==> config.mk <==
export PLATFORM = sky130hd
export DESIGN_NAME = fetch_unit
export DESIGN_NICKNAME = d
export VERILOG_FILES = /design/src/rtl/fetch_pkg.sv /design/src/rtl/pc_nextsel.sv /design/src/rtl/fetch_unit.sv
export SDC_FILE = /design/constraint.sdc
export NUM_CORES = 1
export LEC_CHECK = 0
export ABC_AREA = 1
export CAP_MARGIN = 20
export CORE_AREA = 4 4 98 100
export CTS_CLUSTER_SIZE = 14
export DETAILED_ROUTE_END_ITERATION = 7
export DIE_AREA = 0 0 102 104
export PLACE_DENSITY = 0.92
export SLEW_MARGIN = 0
export SYNTH_ARGS = -nofsm -noshare
export SYNTH_HDL_FRONTEND = slang
export SYNTH_SLANG_ARGS = --single-unit
==> constraint.sdc <==
create_clock -name clk -period 3.7 [get_ports clk]
set_clock_uncertainty 0.05 [all_clocks]
set_input_delay 0.555 -clock clk [delete_from_list [all_inputs] [get_ports clk]]
set_output_delay 0.555 -clock clk [all_outputs]
set_load 0.005 [all_outputs]
==> src/rtl/fetch_pkg.sv <==
// Shared types and constants for the instruction fetch stage and the decode taps
// that read fields out of the instruction register.
package fetch_pkg;

  typedef enum logic [2:0] {
    ST_IDLE,
    ST_REQ,
    ST_WAIT,
    ST_HOLD,
    ST_FAULT
  } fetch_state_t;

  localparam logic [31:0] NOP_INSTR = 32'h0000_0013;

  localparam int OP_LSB       = 0;
  localparam int OP_MSB       = 6;
  localparam int FUNCT3_LSB   = 12;
  localparam int FUNCT3_MSB   = 14;
  localparam int FUNCT7B5_BIT = 30;

endpackage

==> src/rtl/pc_nextsel.sv <==
// Combinational next-PC select: sequential +4 or branch/jump target.
// FETCH_MISALIGN_CHECK_EN keeps the target unmodified and flags misalignment.
module pc_nextsel (
  input  logic [31:0] pc_i,
  input  logic        pc_src_i,
  input  logic [31:0] pc_target_i,
  output logic [31:0] pc_plus4_o,
  output logic [31:0] pc_next_o,
  output logic        misalign_o
);

  // 32-bit add wraps naturally past 0xFFFF_FFFC.
  assign pc_plus4_o = pc_i + 32'd4;

`ifdef FETCH_MISALIGN_CHECK_EN
  assign pc_next_o  = pc_src_i ? pc_target_i : pc_plus4_o;
  assign misalign_o = pc_src_i & (|pc_target_i[1:0]);
`else
  assign pc_next_o  = pc_src_i ? (pc_target_i & 32'hFFFF_FFFC) : pc_plus4_o;
  assign misalign_o = 1'b0;
`endif

endmodule

==> src/rtl/fetch_unit.sv <==
// Multi-cycle instruction fetch: PC, request/grant/response imem port, instruction register.
// FETCH_MISALIGN_CHECK_EN adds a sticky misaligned-target fault state.
module fetch_unit
  import fetch_pkg::*;
#(
  parameter logic [31:0] RESET_PC = 32'h0000_0000
) (
  input  logic        clk,
  input  logic        reset_n,
  output logic        imem_req,
  output logic [31:0] imem_addr,
  input  logic        imem_gnt,
  input  logic        imem_rvalid,
  input  logic [31:0] imem_rdata,
  output logic        instr_valid,
  output logic [31:0] instr,
  output logic [31:0] pc,
  output logic [31:0] pc_plus4,
  input  logic        instr_ready,
  input  logic        pc_src,
  input  logic [31:0] pc_target,
  output logic        misalign_err
);

  fetch_state_t state_q, state_d;
  logic [31:0]  pc_q, pc_d;
  logic [31:0]  instr_q, instr_d;
  logic [31:0]  pc_next;
  logic         misalign;

  pc_nextsel u_pc_nextsel (
    .pc_i        (pc_q),
    .pc_src_i    (pc_src),
    .pc_target_i (pc_target),
    .pc_plus4_o  (pc_plus4),
    .pc_next_o   (pc_next),
    .misalign_o  (misalign)
  );

`ifdef FETCH_MISALIGN_CHECK_EN
  logic err_q, err_d;
`endif

  always_comb begin
    state_d     = state_q;
    pc_d        = pc_q;
    instr_d     = instr_q;
    imem_req    = 1'b0;
    instr_valid = 1'b0;
`ifdef FETCH_MISALIGN_CHECK_EN
    err_d       = err_q;
`endif
    case (state_q)
      ST_IDLE: state_d = ST_REQ;
      ST_REQ: begin
        imem_req = 1'b1;
        if (imem_gnt) begin
          if (imem_rvalid) begin
            instr_d = imem_rdata;
            state_d = ST_HOLD;
          end else begin
            state_d = ST_WAIT;
          end
        end
      end
      ST_WAIT: begin
        if (imem_rvalid) begin
          instr_d = imem_rdata;
          state_d = ST_HOLD;
        end
      end
      ST_HOLD: begin
        instr_valid = 1'b1;
        if (instr_ready) begin
          pc_d    = pc_next;
          state_d = ST_REQ;
`ifdef FETCH_MISALIGN_CHECK_EN
          if (misalign) begin
            err_d   = 1'b1;
            state_d = ST_FAULT;
          end
`endif
        end
      end
`ifdef FETCH_MISALIGN_CHECK_EN
      ST_FAULT: state_d = ST_FAULT;
`endif
      default: state_d = ST_IDLE;
    endcase
  end

  always_ff @(posedge clk) begin
    if (!reset_n) begin
      state_q <= ST_IDLE;
      pc_q    <= RESET_PC;
      instr_q <= NOP_INSTR;
`ifdef FETCH_MISALIGN_CHECK_EN
      err_q   <= 1'b0;
`endif
    end else begin
      state_q <= state_d;
      pc_q    <= pc_d;
      instr_q <= instr_d;
`ifdef FETCH_MISALIGN_CHECK_EN
      err_q   <= err_d;
`endif
    end
  end

  assign imem_addr = pc_q;
  assign pc        = pc_q;
  assign instr     = instr_q;

`ifdef FETCH_MISALIGN_CHECK_EN
  assign misalign_err = err_q;
`else
  // Tied low: pc_nextsel drives a constant 0 in this build.
  assign misalign_err = misalign;
`endif

endmodule
### Word-level counts from Yosys, hierarchy flattened

Cells that the tools add are included.

* multiplexer cells: 11
* eq/ne operators: 6
* reductions and logical operators: 5
* add/subtract/negate cells: 1

Operator list (count)
* 32-bit two-way mux: 3
* 32-bit one-hot mux with 2 select lines: 1
* 32-bit by 3-bit adder with 32-bit output (second input constant): 1
* 3-bit one-hot mux with 4 select lines: 1
* 3-bit two-way mux: 3
* 3-bit by 2-bit == test with 1-bit output (second input constant): 2
* 2-bit != test (second input constant): 3
* 2-bit AND reduction: 2
* 3-bit by 1-bit == test with 1-bit output (second input constant): 1
* 3-bit logical NOT: 1
* 1-bit two-way mux: 3
* 3-bit AND reduction: 1
* 2-bit nonzero test: 1

* output and inout port bits: 131
* register bits: 67
* logic and storage cells: 26
* bits of input ports: 70

### Logic depth before layout (Yosys ltp)

* depth in word-level cells: 3
* depth in mapped cells: 10
* depth with buffers taken out: 10

### By module

Synthesis repeated with hierarchy kept, for this count alone.

* cells, all modules: 733
* area total of the unflattened synthesis: 4469.3 µm²

Modules (own cells, without submodules)
* fetch_unit: instances 1, cells an instance 457, area each 3074.2 µm², seq. area each 1321.3 µm²
* pc_nextsel: instances 1, cells an instance 276, area each 1395.1 µm², seq. area each 0.0 µm²

### Least setup slack after synthesis

OpenSTA, ideal clock, no wires.

* path type: flip-flop to output port
* start: reg pc_q[3], in the netlist imem_addr[3]
* end: out pc_plus4[22]
* data arrival time: 1.332 ns
* required time: 3.095 ns
* buffers on the path: 0
* path slack: 1.763 ns
* stages on the path, launching flop included: 8
* path through: dfxtp_1 > ha_1 > nand2_1 > nor2_2 > nand2_2 > nor2_4 > nand3_1 > and2_1

* cells in the longest elaborated chain, start to end: 1

RTL lines
* start, declared: line fetch_unit.sv:26 `logic [31:0] pc_q, pc_d;`
* start signal, assigned: line fetch_unit.sv:102 `pc_q <= pc_d;`
* 32-bit by 3-bit adder with 32-bit output: line pc_nextsel.sv:13 `assign pc_plus4_o = pc_i + 32'd4;`
* end, declared: line fetch_unit.sv:18 `output logic [31:0] pc_plus4,`

Every way passes these cells.

### Worst setup path in the final report

* start: reg pc_q[3], in the netlist imem_addr[3]
* end: out pc_plus4[28]

The elaborated chain is that of the path after synthesis.

==> reports/qor.txt <==
Synth warn: 0
CP Data Arrival Time: 2.32 ns
1st-iter DRT viols: 175
Synthesis-to-finish area growth: 51.97%
Clock Power Share: 25.0%
CP max FO: 5
Hold Violations, Final: 0
First-pass GRT wire length: 19750 um
Commonest non-fill, non-tap cell in the layout: clkdlybuf4s50_1
Synthesized area: 3684 sq um
Post-CTS Setup Bufs: 0
Detailed Place HPWL: 9465 um
Final setup fails: 0
Syn_area_per_cell: 6.859 sq um
Port bufs: 191
Fill cells: 749
Final period utilization: 78.95%
Initial antenna violation count: 0
Top cell type's share of synthesized area: 34.78%
Ys async rst share: 0%
RD Place Congestion: 0.9307
Vias in the first global route: 4000
Logic pwr share: 36.4%
Commonest cells after routing, fill and taps aside: clkdlybuf4s50_1, nand2_1, a21oi_1
Share of post-route cells with drive strength above 1: 6.782%
Diode count: 0
P_leak: 0.002067 uW
Resize count post-CTS: 0
Run status: completed
Worst R2R Start: state_q[0]
Via/cell ratio: 5.127
Multi-input combinational cell area: 1938 sq um
PD cells: 421.9 nW/um^2
RSZ-0062 raised after global routing: false
Die height: 104 um
Crit. End Element: output pin
Setup CP Type: flip-flop to output pin
Hold slack: 0.4207 ns
Hold_buf cts: 0
Overflow after GRT: 0
Worst-margin pin slew: 0.9557 ns
Fmax: 342.3 MHz
Dpl cells: 786
Clock Path Buffers: 2
Hold_sp: instr[21]
Hold EP: instr[21]
Design area: 5598 sq um
Dpl cell area: 5413 sq um
Pin count of the biggest net entering global routing: 36
Sequential cell area: 1281 sq um
Top Ports: 201
Drt drc: 0
FP Rows: 34
Number of flops mapped to enable cells by yosys: 0
Vias: 4107
H-tree levels: 3
Switch Pwr: 773.0 uW
Syn Inst Count: 537
TritonCTS clock tree: built
ANT nets after route: 0
Clock Tree Root: clkbuf_8
Main synth FF type: dfxtp_1
R2r setup slk: 1.37 ns
Dominant cell type by area after synthesis: dfxtp_1
Initial core utilization: 42.45%
Layout Nets: 763
Worst-Skew Late Latency: 0.33 ns
Worst Hold Path Cells: 2
Total of max-cap violations: 0
Final non-filler cell total: 801
WL final: 12760 um
CTS Buf Count: 9
Final min period: 2.921 ns
Worst IR drop on VDD: 329.4 uV
Pre-antenna DRT Iters: 5
Max-slew headroom: 36.21%
Per-cell routed wire length: 15.93 um
Area contributors post-synth: dfxtp_1, nand2_1, a21oi_1
Total Routing Usage GR: 23.03%
Setup slack after layout: 0.7789 ns
Sequential share of power: 38.6%
Crit Reg-Reg Endpoint: instr[30]
Flops & latches, synth: 64
Sw Ratio: 32.74%
Core Region: 8678 sq um
Unique masters post-synth: 28
Sequential area share after synthesis: 34.78%
Die area: 10610 sq um
Setup TNS: 0 ns
Int Power: 1588 uW
Dpl ws: 1.048 ns
Worst Hold Class: flip-flop to flip-flop
Worst EP required: 3.09 ns
Clock Sinks: 64
Die Span X: 102 um
Reg2Reg Depth: 8
Clock-pin slew on the worst setup and hold paths: 0.08 ns
Slew Limit Fails: 0
Worst setup SP type: flip-flop
[power by group through the flow]
stage	registers [uW]	clock network [uW]	logic (uW)
global placement	916	0	828
detailed placement	926	0	858
CTS	911	604	864
floorplan	911	0	390
finish	912	590	859
global route	929	638	936
[per-stage QoR]
step           utilization, %  power [uW]
2_1_floorplan               -        1301
3_3_place_gp            62.37        1744
3_5_place_dp            62.37        1784
4_1_cts                 64.50        2378
5_1_grt                 64.50        2503
6_report                64.50        2362
[sequential cells by signal, indices dropped and copies added (netlist names)]
name / count
imem_addr: 30
state_q: 2
instr: 32
[per-layer routing]
layer | GRT usage, % | vias up | wire, um
met5 | 0 | - | 0
met4 | 9.653 | 0 | 295
met3 | 5.164 | 25 | 912
met2 | 39.79 | 179 | 6594
met1 | 26.88 | 1921 | 4959
li1 | - | 1982 | -
[critical path, stage by stage, from the launching register on]
cell	delay (ns)
dfxtp_1	0.42
ha_1	0.25
nand3_1	0.13
nor2_1	0.20
nand2_1	0.17
inv_1	0.11
nand3_1	0.08
nand2_1	0.11
clkdlybuf4s50_1	0.51
[worst max path at each step]
stage / cells after the start / slack (ns) / start / end
finish: 8 / 0.78 / imem_addr[3] / pc_plus4[28]
CTS: 8 / 0.75 / imem_addr[3] / pc_plus4[28]
global placement: 7 / 1.13 / imem_gnt / instr[1]
detailed placement: 7 / 1.05 / imem_gnt / instr[16]
global route: 9 / 0.59 / imem_addr[3] / pc_plus4[22]
floorplan: 7 / 1.76 / imem_addr[3] / pc_plus4[22]
[logic make-up after synthesis]
| logic type | count (synthesis) | share of synthesized area [%] |
|---|---|---|
| adder cells (fa/ha/maj) | 4 | 1.359 |
| XOR/XNOR | 15 | 4.789 |
| AO/OA/AOI/OAI | 120 | 16.88 |
| buffers and inverters | 90 | 13.21 |
| AND/OR/NAND/NOR | 243 | 28.87 |
| other | 1 | 0.1018 |
| flip-flops | 64 | 34.78 |
[cell usage after synthesis (3+ instances only)]
library cell / number
nand2_2: 6
xnor2_1: 5
and2_1: 5
buf_4: 37
clkbuf_1: 16
nor2_4: 9
nand3b_1: 5
inv_1: 29
xor2_1: 4
xor2_2: 6
o21ai_0: 30
ha_1: 4
nand3_1: 17
a21oi_1: 84
a21oi_2: 3
dfxtp_1: 64
nand2_1: 167
nor2_1: 29
buf_2: 8
[final cells by class]
class,instances,share of cell area (%)
Inverter,29,1.945
Clock inverter,6,1.095
Timing Repair Buffer,196,34.82
Sequential cell,64,22.89
Multi-Input combinational cell,389,34.62
Tap cell,108,2.414
Clock buffer,9,2.213
Power figures use the tool's default switching activity.
